### config.mk
export PLATFORM = sky130hd
export DESIGN_NAME = vc_credit_tx
export DESIGN_NICKNAME = d
export VERILOG_FILES = /design/src/rtl/vc_credit_tx.sv
export SDC_FILE = /design/constraint.sdc
export NUM_CORES = 1
export LEC_CHECK = 0
export CAP_MARGIN = 20
export CORE_MARGIN = 4
export CORE_UTILIZATION = 42
export DETAILED_ROUTE_END_ITERATION = 16
export GPL_ROUTABILITY_DRIVEN = 0
export PLACE_DENSITY_LB_ADDON = 0.05
export SLEW_MARGIN = 0
export SYNTH_ARGS = -nofsm -noshare
export SYNTH_HDL_FRONTEND = slang
export SYNTH_SLANG_ARGS = --single-unit
export TNS_END_PERCENT = 100
### constraint.sdc
create_clock -name clk -period 3.5 [get_ports clk]
set_input_delay 0.35 -clock clk [delete_from_list [all_inputs] [get_ports clk]]
set_output_delay 0.35 -clock clk [all_outputs]
set_load 0.03 [all_outputs]
### src/rtl/vc_credit_tx.sv
// Credit-based link transmitter: per-VC credit counters, round-robin grant among
// VCs with a pending flit and a free downstream slot, and a registered link stage.
module vc_credit_tx #(
  parameter int NUM_VC     = 2,
  parameter int VC_ID_BITS = 1,
  parameter int FLIT_BITS  = 32,
  parameter int FIFO_DEPTH = 4,
  parameter int CTR_WIDTH  = 3
) (
  input  logic                           clk,
  input  logic                           rst,
  input  logic [NUM_VC-1:0]              req_valid,
  input  logic [NUM_VC*FLIT_BITS-1:0]    req_flit,
  output logic [NUM_VC-1:0]              req_ready,
  output logic                           tx_valid,
  output logic [VC_ID_BITS-1:0]          tx_vc,
  output logic [FLIT_BITS-1:0]           tx_flit,
  input  logic                           credit_valid,
  input  logic [VC_ID_BITS-1:0]          credit_vc,
  output logic [NUM_VC*CTR_WIDTH-1:0]    credit_count,
  output logic                           credit_err
);

  localparam logic [CTR_WIDTH-1:0] CREDIT_MAX = CTR_WIDTH'(FIFO_DEPTH);

  logic [CTR_WIDTH-1:0]  r_credit [NUM_VC];
  logic [VC_ID_BITS-1:0] r_ptr;
  logic                  r_tx_valid;
  logic [VC_ID_BITS-1:0] r_tx_vc;
  logic [FLIT_BITS-1:0]  r_tx_flit;
  logic                  r_err;

  logic [NUM_VC-1:0]     w_elig;
  logic [NUM_VC-1:0]     w_ret;
  logic [NUM_VC-1:0]     w_grant;
  logic [VC_ID_BITS-1:0] w_idx;
  logic [VC_ID_BITS-1:0] w_winner;
  logic                  w_found;
  logic                  w_grant_any;
  logic [FLIT_BITS-1:0]  w_sel_flit;
  logic                  w_ovf;

  // Eligibility and credit-return decode per VC; only registered credits count
  always_comb begin
    w_elig = '0;
    w_ret  = '0;
    for (int v = 0; v < NUM_VC; v++) begin
      w_elig[v] = req_valid[v] && (r_credit[v] != '0);
      w_ret[v]  = credit_valid && (credit_vc == VC_ID_BITS'(v));
    end
  end

  // Round-robin search upward from the pointer; index wraps naturally at NUM_VC
  always_comb begin
    w_found  = 1'b0;
    w_winner = '0;
    w_idx    = '0;
    for (int i = 0; i < NUM_VC; i++) begin
      w_idx = r_ptr + VC_ID_BITS'(i);
      if (!w_found && w_elig[w_idx]) begin
        w_found  = 1'b1;
        w_winner = w_idx;
      end else begin
        w_found  = w_found;
      end
    end
    w_grant_any = w_found && !rst;
    w_grant     = '0;
    if (w_grant_any) begin
      w_grant[w_winner] = 1'b1;
    end else begin
      w_grant = '0;
    end
  end

  // Winner payload mux and overflow detect
  always_comb begin
    w_sel_flit = '0;
    w_ovf      = 1'b0;
    for (int v = 0; v < NUM_VC; v++) begin
      if (w_winner == VC_ID_BITS'(v)) begin
        w_sel_flit = req_flit[v*FLIT_BITS +: FLIT_BITS];
      end else begin
        w_sel_flit = w_sel_flit;
      end
      if (w_ret[v] && !w_grant[v] && (r_credit[v] == CREDIT_MAX)) begin
        w_ovf = 1'b1;
      end else begin
        w_ovf = w_ovf;
      end
    end
  end

  // Credit counters: a grant and a return in the same cycle cancel out
  always_ff @(posedge clk) begin
    for (int v = 0; v < NUM_VC; v++) begin
      if (rst) begin
        r_credit[v] <= CREDIT_MAX;
      end else if (w_grant[v] && !w_ret[v]) begin
        r_credit[v] <= r_credit[v] - CTR_WIDTH'(1);
      end else if (w_ret[v] && !w_grant[v] && (r_credit[v] != CREDIT_MAX)) begin
        r_credit[v] <= r_credit[v] + CTR_WIDTH'(1);
      end else begin
        r_credit[v] <= r_credit[v];
      end
    end
  end

  // Pointer, sticky overflow flag and link register
  always_ff @(posedge clk) begin
    if (rst) begin
      r_ptr      <= '0;
      r_err      <= 1'b0;
      r_tx_valid <= 1'b0;
      r_tx_vc    <= '0;
      r_tx_flit  <= '0;
    end else begin
      r_err      <= r_err | w_ovf;
      r_tx_valid <= w_grant_any;
      if (w_grant_any) begin
        r_ptr     <= w_winner + VC_ID_BITS'(1);
        r_tx_vc   <= w_winner;
        r_tx_flit <= w_sel_flit;
      end else begin
        r_ptr     <= r_ptr;
        r_tx_vc   <= r_tx_vc;
        r_tx_flit <= r_tx_flit;
      end
    end
  end

  // Output packing
  always_comb begin
    credit_count = '0;
    for (int v = 0; v < NUM_VC; v++) begin
      credit_count[v*CTR_WIDTH +: CTR_WIDTH] = r_credit[v];
    end
  end

  assign req_ready  = w_grant;
  assign tx_valid   = r_tx_valid;
  assign tx_vc      = r_tx_vc;
  assign tx_flit    = r_tx_flit;
  assign credit_err = r_err;

endmodule
==> results.md <==
Run status:
- The run finished with clean final reports.

Logic synthesis:
- In the synthesized netlist, the number of instances is approximately 210.
- Yosys mapped the design onto 38 distinct sky130hd cell types.
- The mean area per synthesized cell is approximately 10 um2.
- Yosys printed 0 warnings.
- Sequential cells were found to cover a little over two fifths of the synthesized design area.
- Summing every instance area after synthesis gives 0.00213 mm2.
- Synthesis inferred 42 register bits.
- Counting every net in the synthesized netlist gives 287.

Global route:
- The via count of the first global-routing pass is 1915.
- Entering global routing, the biggest net connects 30 pins.
- Global routing used 19.0% of the available tracks across all layers.
- The initial antenna violation count came to 0.
- The overflow left after global routing is 0.
- The global-route wire length before repair is 9360 um.

Floorplanning:
- From left edge to right edge, the die measures 79.3 um.
- The initial core utilization is 44.3%.
- The site row count is 25.
- The floorplan core area is just under 0.005 mm2.
- The die covers 0.00628 mm2.
- The top-level I/O count is 113.
- The die is 79.3 um tall.

Placed design:
- The placed standard-cell area is 0.00327 mm2.
- The number of buffer cells added on primary ports is roughly 110.
- The HPWL after detailed placement is 4560 um.

Power and ir drop:
- Internal power comes to between 0.9 and 1 mW.
- The power density normalized to cell area is 409 mW/mm2.
- The portion of total power attributed to sequential cells is 42.5%.
- The peak supply drop is approximately 0.20 mV.
- The share of total power consumed by net switching is 32.8%.
- The clock group share of total power is 23.2%.
- The net switching power of the design is about 0.45 mW.
- The leakage power is 1.14 nW.
- The combinational group share of total power is 34.3%.

Clock network:
- The cts-stage hold buffer count is 0.
- The number of post-CTS setup repair buffers is 0.
- The number of buffers between clock root and the deepest sink is 2.
- The clock drives 42 sinks.
- At the later pin of the worst-skew pair, clock insertion delay measures 290 ps.
- The cell sitting at the root of the clock tree is a sky130_fd_sc_hd__clkbuf_8.
- In this run, post-CTS repair resized a total of 0 instances.
- The number of H-tree branching levels is 2.
- Clock-pin slew was measured on the worst setup and hold paths at 80 ps.
- The number of clock buffers inserted by TritonCTS is 5.
- The CTS tree is built.

Job:
- Max-cap violations in this run came to 0.

Worst setup path:
- The endpoint class of the critical path is a register.
- The critical path start-end classification is reg2reg.
- The data arrival time of the critical path is 2700 ps.
- The nature of the critical path startpoint is a register.
- At the worst endpoint, the required time is 3540 ps.
- The worst register-to-register path begins at r_credit[1][1]$_SDFFCE_PN0P_.
- The most critical setup path has its endpoint at r_credit[1][2]$_SDFFCE_PN1P_.
- The number of cells on the worst reg-to-reg path is 8.
- For flop-to-flop paths, the worst setup slack is ~840 ps.
- The start point of the critical path is r_credit[1][1]$_SDFFCE_PN0P_.
- The worst-path maximum fanout is 6.
- The worst flop-to-flop path endpoint is r_credit[1][2]$_SDFFCE_PN1P_.

Timing:
- The clock arrives with 1.99 ps of skew.
- The remaining max-slew budget at the tightest pin is 32.7%.
- The number of max-slew violations in the final report is 0.
- For this run, the top clock speed supported by timing is roughly 380 MHz.
- The share of the clock period used by the worst path after layout is 76.0%.
- The final hold violation count came to 0.
- The total negative setup slack is 0 ps.
- Setup violations remaining at the end of the flow were counted as 0.
- The actual slew at the worst max-slew pin is ~1000 ps.
- The worst path in the final design needs a cycle of 2660 ps, including I/O delays and setup.
- Setup repair after global routing left no endpoint under its margin.

Route:
- The detailed router finished its first iteration with 87 violations.
- In this run the remaining antenna-violating nets after routing total 0.
- After detailed routing, the number of remaining DRC violations is 0.
- The total wire length after detailed routing is roughly 6000 um.
- The routed via count divided by cell count is 5.15.
- The via count is 2000.
- The average detailed-routed wire length per instance is between 15 and 20 um.
- For this run, the detailed router's first-pass iteration total came to 4.

Final layout:
- The final instance area is 0.00336 mm2.
- The layout cell share with drive strength beyond 1 is 17.1%.
- The net total in the final layout is ~390.
- The antenna diode count is 0.
- The area growth from synthesis to final layout is 57.6%.
- The number of fillers in the final layout is around 440.

Worst hold path:
- The type of the tightest min-delay check is in2reg.
## cell type report
cell class | instances | area, um2 | area share, %
tap | 67 | 83.8 | 2.50
clock buffer | 7 | 86.3 | 2.57
multi-input combinational | 151 | 1120 | 33.5
sequential | 42 | 901 | 26.8
clock inverter | 1 | 5.00 | 0.149
inverter | 4 | 15.0 | 0.447
timing repair buffer | 116 | 1140 | 34.0
## power groups by stage
stage | Clock, mW | Combinational [mW] | Sequential (mW)
global placement | 0 | 0.469 | 0.591
detailed placement | 0 | 0.475 | 0.594
floorplan | 0 | 0.178 | 0.677
finish | 0.319 | 0.472 | 0.583
global route | 0.349 | 0.504 | 0.591
CTS | 0.327 | 0.476 | 0.583
## metal layers
metal / track usage (%) / wire (um)
met5: 0 / 0
met4: 3.78 / 27
met3: 7.37 / 530
met2: 31.4 / 2990
met1: 23.6 / 2470
## sequential cells by signal (all words and copies together), names as in the netlist
register    count
credit_err      1
r_credit        6
r_ptr           1
tx_flit        32
tx_valid        1
tx_vc           1
## critical path, stage by stage (launching register included)
cell and delay, ps:
sky130_fd_sc_hd__edfxtp_1 540, sky130_fd_sc_hd__o31ai_2 540, sky130_fd_sc_hd__a21oi_1 180, sky130_fd_sc_hd__nor2_1 170, sky130_fd_sc_hd__nand2_1 90, sky130_fd_sc_hd__fa_1 390
sky130_fd_sc_hd__xnor2_1 180, sky130_fd_sc_hd__nand2_1 80, sky130_fd_sc_hd__o31a_1 250
## cells in the mapped netlist, drive strengths merged
master   n  area [um2]
xnor2    1        8.76
o31ai    1        12.5
fa       1        20.0
clkbuf   9        35.0
ha       3        37.5
a21o     2        15.0
o211ai   1        7.51
nand2    6        22.5
o31a     2        17.5
edfxtp   6         180
o22ai    8        50.1
or3b     2        17.5
o21ai    4        20.0
nor2    12        45.0
buf      7        66.3
a21oi   27         206
nand2b   2        12.5
a211o    1        8.76
nor3b    1        7.51
nand3   28         140
and2     2        12.5
nor2b    4        25.0
and3     3        18.8
dfxtp   36         721
inv      4        15.0
nand4    2        12.5
a211oi   2        27.5
o311ai   2        42.6
or3      1        6.26
a22oi   24         275
nor3     9        45.0
## kinds of logic (layout without fill, tap and decap cells)
logic type | after synthesis | after routing | share of synthesized area [%]
AOI/OAI and AO/OA | 74 | 74 | 32.0
and+or+nand+nor | 72 | 72 | 17.1
xor gates and xnor gates | 1 | 1 | 0.411
DFF | 42 | 42 | 42.3
buffers and inverters | 20 | 128 | 5.46
adders and majority gates | 4 | 4 | 2.70
## worst min-delay path by stage
| stage | start | to | depth (start not counted) |
|---|---|---|---|
| 6_report | rst | tx_vc$_SDFFE_PP0N_ | 2 |
| 5_1_grt | rst | tx_vc$_SDFFE_PP0N_ | 2 |
| 4_1_cts | rst | tx_vc$_SDFFE_PP0N_ | 2 |
| 3_5_place_dp | tx_flit[23]$_SDFFE_PP0N_ | tx_flit[23]$_SDFFE_PP0N_ | 2 |
| 3_3_place_gp | tx_flit[26]$_SDFFE_PP0N_ | tx_flit[26]$_SDFFE_PP0N_ | 2 |
| 2_1_floorplan | req_flit[13] | tx_flit[13]$_SDFFE_PP0N_ | 2 |
## through the flow
stage | total power [mW] | cells | setup slack (ps) | hold slack [ps] | utilization (%)
2_1_floorplan | 0.854 | 213 | 948 | 521 | -
5_1_grt | 1.44 | 388 | 609 | 439 | 69.7
3_3_place_gp | 1.06 | 380 | 756 | 449 | 67.8
3_5_place_dp | 1.07 | 380 | 707 | 457 | 67.8
4_1_cts | 1.39 | 388 | 840 | 389 | 69.7
6_report | 1.37 | 388 | 841 | 403 | 69.7
## layout by cell type (no fill, tap or decap)
master / count
sky130_fd_sc_hd__o21ai_0: 3
sky130_fd_sc_hd__clkbuf_8: 6
sky130_fd_sc_hd__o22ai_1: 8
sky130_fd_sc_hd__a211oi_1: 1
sky130_fd_sc_hd__inv_1: 4
sky130_fd_sc_hd__a211oi_4: 1
sky130_fd_sc_hd__a211o_1: 1
sky130_fd_sc_hd__nand3_1: 28
sky130_fd_sc_hd__buf_2: 1
sky130_fd_sc_hd__nor3b_1: 1
sky130_fd_sc_hd__nand2_1: 6
sky130_fd_sc_hd__and3_1: 3
sky130_fd_sc_hd__xnor2_1: 1
sky130_fd_sc_hd__clkbuf_1: 1
sky130_fd_sc_hd__o21ai_1: 1
sky130_fd_sc_hd__ha_1: 3
sky130_fd_sc_hd__clkdlybuf4s50_1: 110
sky130_fd_sc_hd__o211ai_1: 1
sky130_fd_sc_hd__or3b_1: 2
sky130_fd_sc_hd__or3_1: 1
sky130_fd_sc_hd__dfxtp_1: 36
sky130_fd_sc_hd__fa_1: 1
sky130_fd_sc_hd__clkinv_2: 1
sky130_fd_sc_hd__a21oi_1: 8
sky130_fd_sc_hd__a21o_1: 2
sky130_fd_sc_hd__nand4_1: 2
sky130_fd_sc_hd__o31ai_2: 1
sky130_fd_sc_hd__buf_4: 5
sky130_fd_sc_hd__a22oi_2: 19
sky130_fd_sc_hd__nand2b_1: 2
sky130_fd_sc_hd__edfxtp_1: 6
sky130_fd_sc_hd__o311ai_4: 2
sky130_fd_sc_hd__o31a_1: 2
sky130_fd_sc_hd__a21oi_2: 19
sky130_fd_sc_hd__a22oi_1: 5
sky130_fd_sc_hd__nor2_1: 12
sky130_fd_sc_hd__and2_1: 2
sky130_fd_sc_hd__nor2b_1: 4
sky130_fd_sc_hd__nor3_1: 9
No activity file was read; power rests on OpenSTA's default activity.
==> edit (config.mk and constraints unchanged) <==
Register the output `credit_count`, without a reset; this adds one clock of latency there. The other outputs are not delayed to match.
--- a/src/rtl/vc_credit_tx.sv
+++ b/src/rtl/vc_credit_tx.sv
@@ -22,6 +22,8 @@
 );
 
   localparam logic [CTR_WIDTH-1:0] CREDIT_MAX = CTR_WIDTH'(FIFO_DEPTH);
+
+  logic [NUM_VC*CTR_WIDTH-1:0] credit_count_d;
 
   logic [CTR_WIDTH-1:0]  r_credit [NUM_VC];
   logic [VC_ID_BITS-1:0] r_ptr;
@@ -131,9 +133,9 @@
 
   // Output packing
   always_comb begin
-    credit_count = '0;
+    credit_count_d = '0;
     for (int v = 0; v < NUM_VC; v++) begin
-      credit_count[v*CTR_WIDTH +: CTR_WIDTH] = r_credit[v];
+      credit_count_d[v*CTR_WIDTH +: CTR_WIDTH] = r_credit[v];
     end
   end
 
@@ -143,4 +145,8 @@
   assign tx_flit    = r_tx_flit;
   assign credit_err = r_err;
 
+  always_ff @(posedge clk) begin
+    credit_count <= credit_count_d;
+  end
+
 endmodule
Behaviour: not the same (Yosys sat finds a counterexample within 4 cycles, from zero or initial values and one cycle with rst high).
==> edit against the original RTL <==
Wire length increased by 0.76%; clock power decreased by 3%; setup slack improved by 0.040 ns; clock skew increased by 0.0022 ns; cell area decreased by 1.7%; highest routed layer unchanged; largest power group unchanged; area after synthesis decreased by 3.1%; hold slack improved by 0.0056 ns; sequential cell count increased by 6; power increased by 2.8%.
==> edit: results <==
group,metric,value,unit
outcome,status,"completed",
global_route,grt_pass1_vias,2058,
hold_path,hp-class,"reg2reg",
sta,worst_pin_slew,1.071,ns
yosys,synth-compound-area-share,0.2530,
pwr,p_int,964.4,µW
place,dpl.hpwl,4493,µm
pwr,p_leak,0.001174,µW
yosys,synth_cell_types,37,
finish,drive_gt1_frac,0.04908,
finish,fillers,420,
yosys,synthXorXnorAreaFrac,0.004237,
global_route,grt_pass1_wl,9804,µm
critical_path,arrival,2.67,ns
finish,diodes,0,
yosys,yosys-top-cells-area,"dfxtp_1 (41%), a22oi_1 (9.1%), edfxtp_1 (8.7%), nand3_1 (7.0%), a21oi_1 (6.8%)",
global_route,grtUsageTotal,0.2001,
route,wirelength,6064,µm
pwr,ir_drop,0.2912,mV
global_route,grt_max_degree,39,
route,drt_iter0_drc,108,
yosys,syn_nets,291,
yosys,async_flop_share,0,
route,viasPerCell,5.298,
yosys,synthTopCellsByCount,"dfxtp_1 (42), nand3_1 (29), a21oi_1 (28)",
yosys,synthAdderAreaFrac,0.02785,
clock_network,cts_buffers,5,
sta,finClkSkew,0.004169,ns
## edit: changes by cell type after synthesis, sizes merged
cell,change
a21oi,+1
a22oi,+1
clkbuf,-2
dfxtp,+6
nand3,+1
nor2,-1
nor3,-1
o22ai,-1
## edit: critical path, stage by stage, from the launching register on
cell and delay (ns):
edfxtp_1 0.54, o31ai_2 0.51, a21oi_1 0.18, nor2_1 0.18, nand2_1 0.09, fa_1 0.39
xnor2_1 0.18, nand2_1 0.07, o31a_1 0.24
## edit: layer usage
metal | up-vias | part of all wire | track usage
met1 | 963 | 0.42 | 0.2414
met2 | 85 | 0.46 | 0.3279
li1 | 1030 | - | -
met5 | - | 0 | 0
met4 | 0 | 0.0063 | 0.04196
met3 | 4 | 0.11 | 0.09174
## edit: layout make-up
cell class,count,area [µm²],area share
Inverter,4,15.01,0.004547
Clock buffer,5,68.82,0.02084
Sequential cell,48,1021,0.3092
Multi-Input combinational cell,151,960.9,0.2910
Tap cell,67,83.83,0.02539
Clock inverter,3,13.76,0.004168
Timing Repair Buffer,115,1139,0.3448
## edit: final timing paths
path,slack [ns],endpoint,startpoint,cells after the start
setup / recovery,0.88,r_credit[1][2]$_SDFFCE_PN1P_,r_credit[1][1]$_SDFFCE_PN0P_,8
hold / removal,0.41,credit_count[1]$_DFF_P_,r_credit[0][1]$_DFFE_PP_,0
setup reg to reg,0.88,r_credit[1][2]$_SDFFCE_PN1P_,r_credit[1][1]$_SDFFCE_PN0P_,8
hold reg to reg,0.41,credit_count[1]$_DFF_P_,r_credit[0][1]$_DFFE_PP_,0
## edit: stage by stage
stage	instance area (µm²)	utilization	std cells	hold slack [ns]	setup WS, ns
global route	3302	0.6945	393	0.4527	0.6152
finish	3302	0.6945	393	0.4090	0.8809
CTS	3302	0.6945	393	0.4185	0.8739
global placement	3219	0.6771	385	0.3919	0.7453
detailed placement	3219	0.6771	385	0.3971	0.6810
floorplan	2067	-	217	0.3740	1.106
## edit: cells by family after synthesis
kind of cell	count (synthesis)
compound gates	75
simple gates	71
flops	48
buf+inv	18
fa+ha+maj	4
xor+xnor	1
## edit: power by group through the flow
stage | clock network (µW) | logic (µW) | registers [µW]
floorplan | 0 | 149 | 757
global placement | 0 | 438 | 673
detailed placement | 0 | 442 | 675
CTS | 325 | 443 | 662
global route | 351 | 472 | 671
finish | 311 | 440 | 662
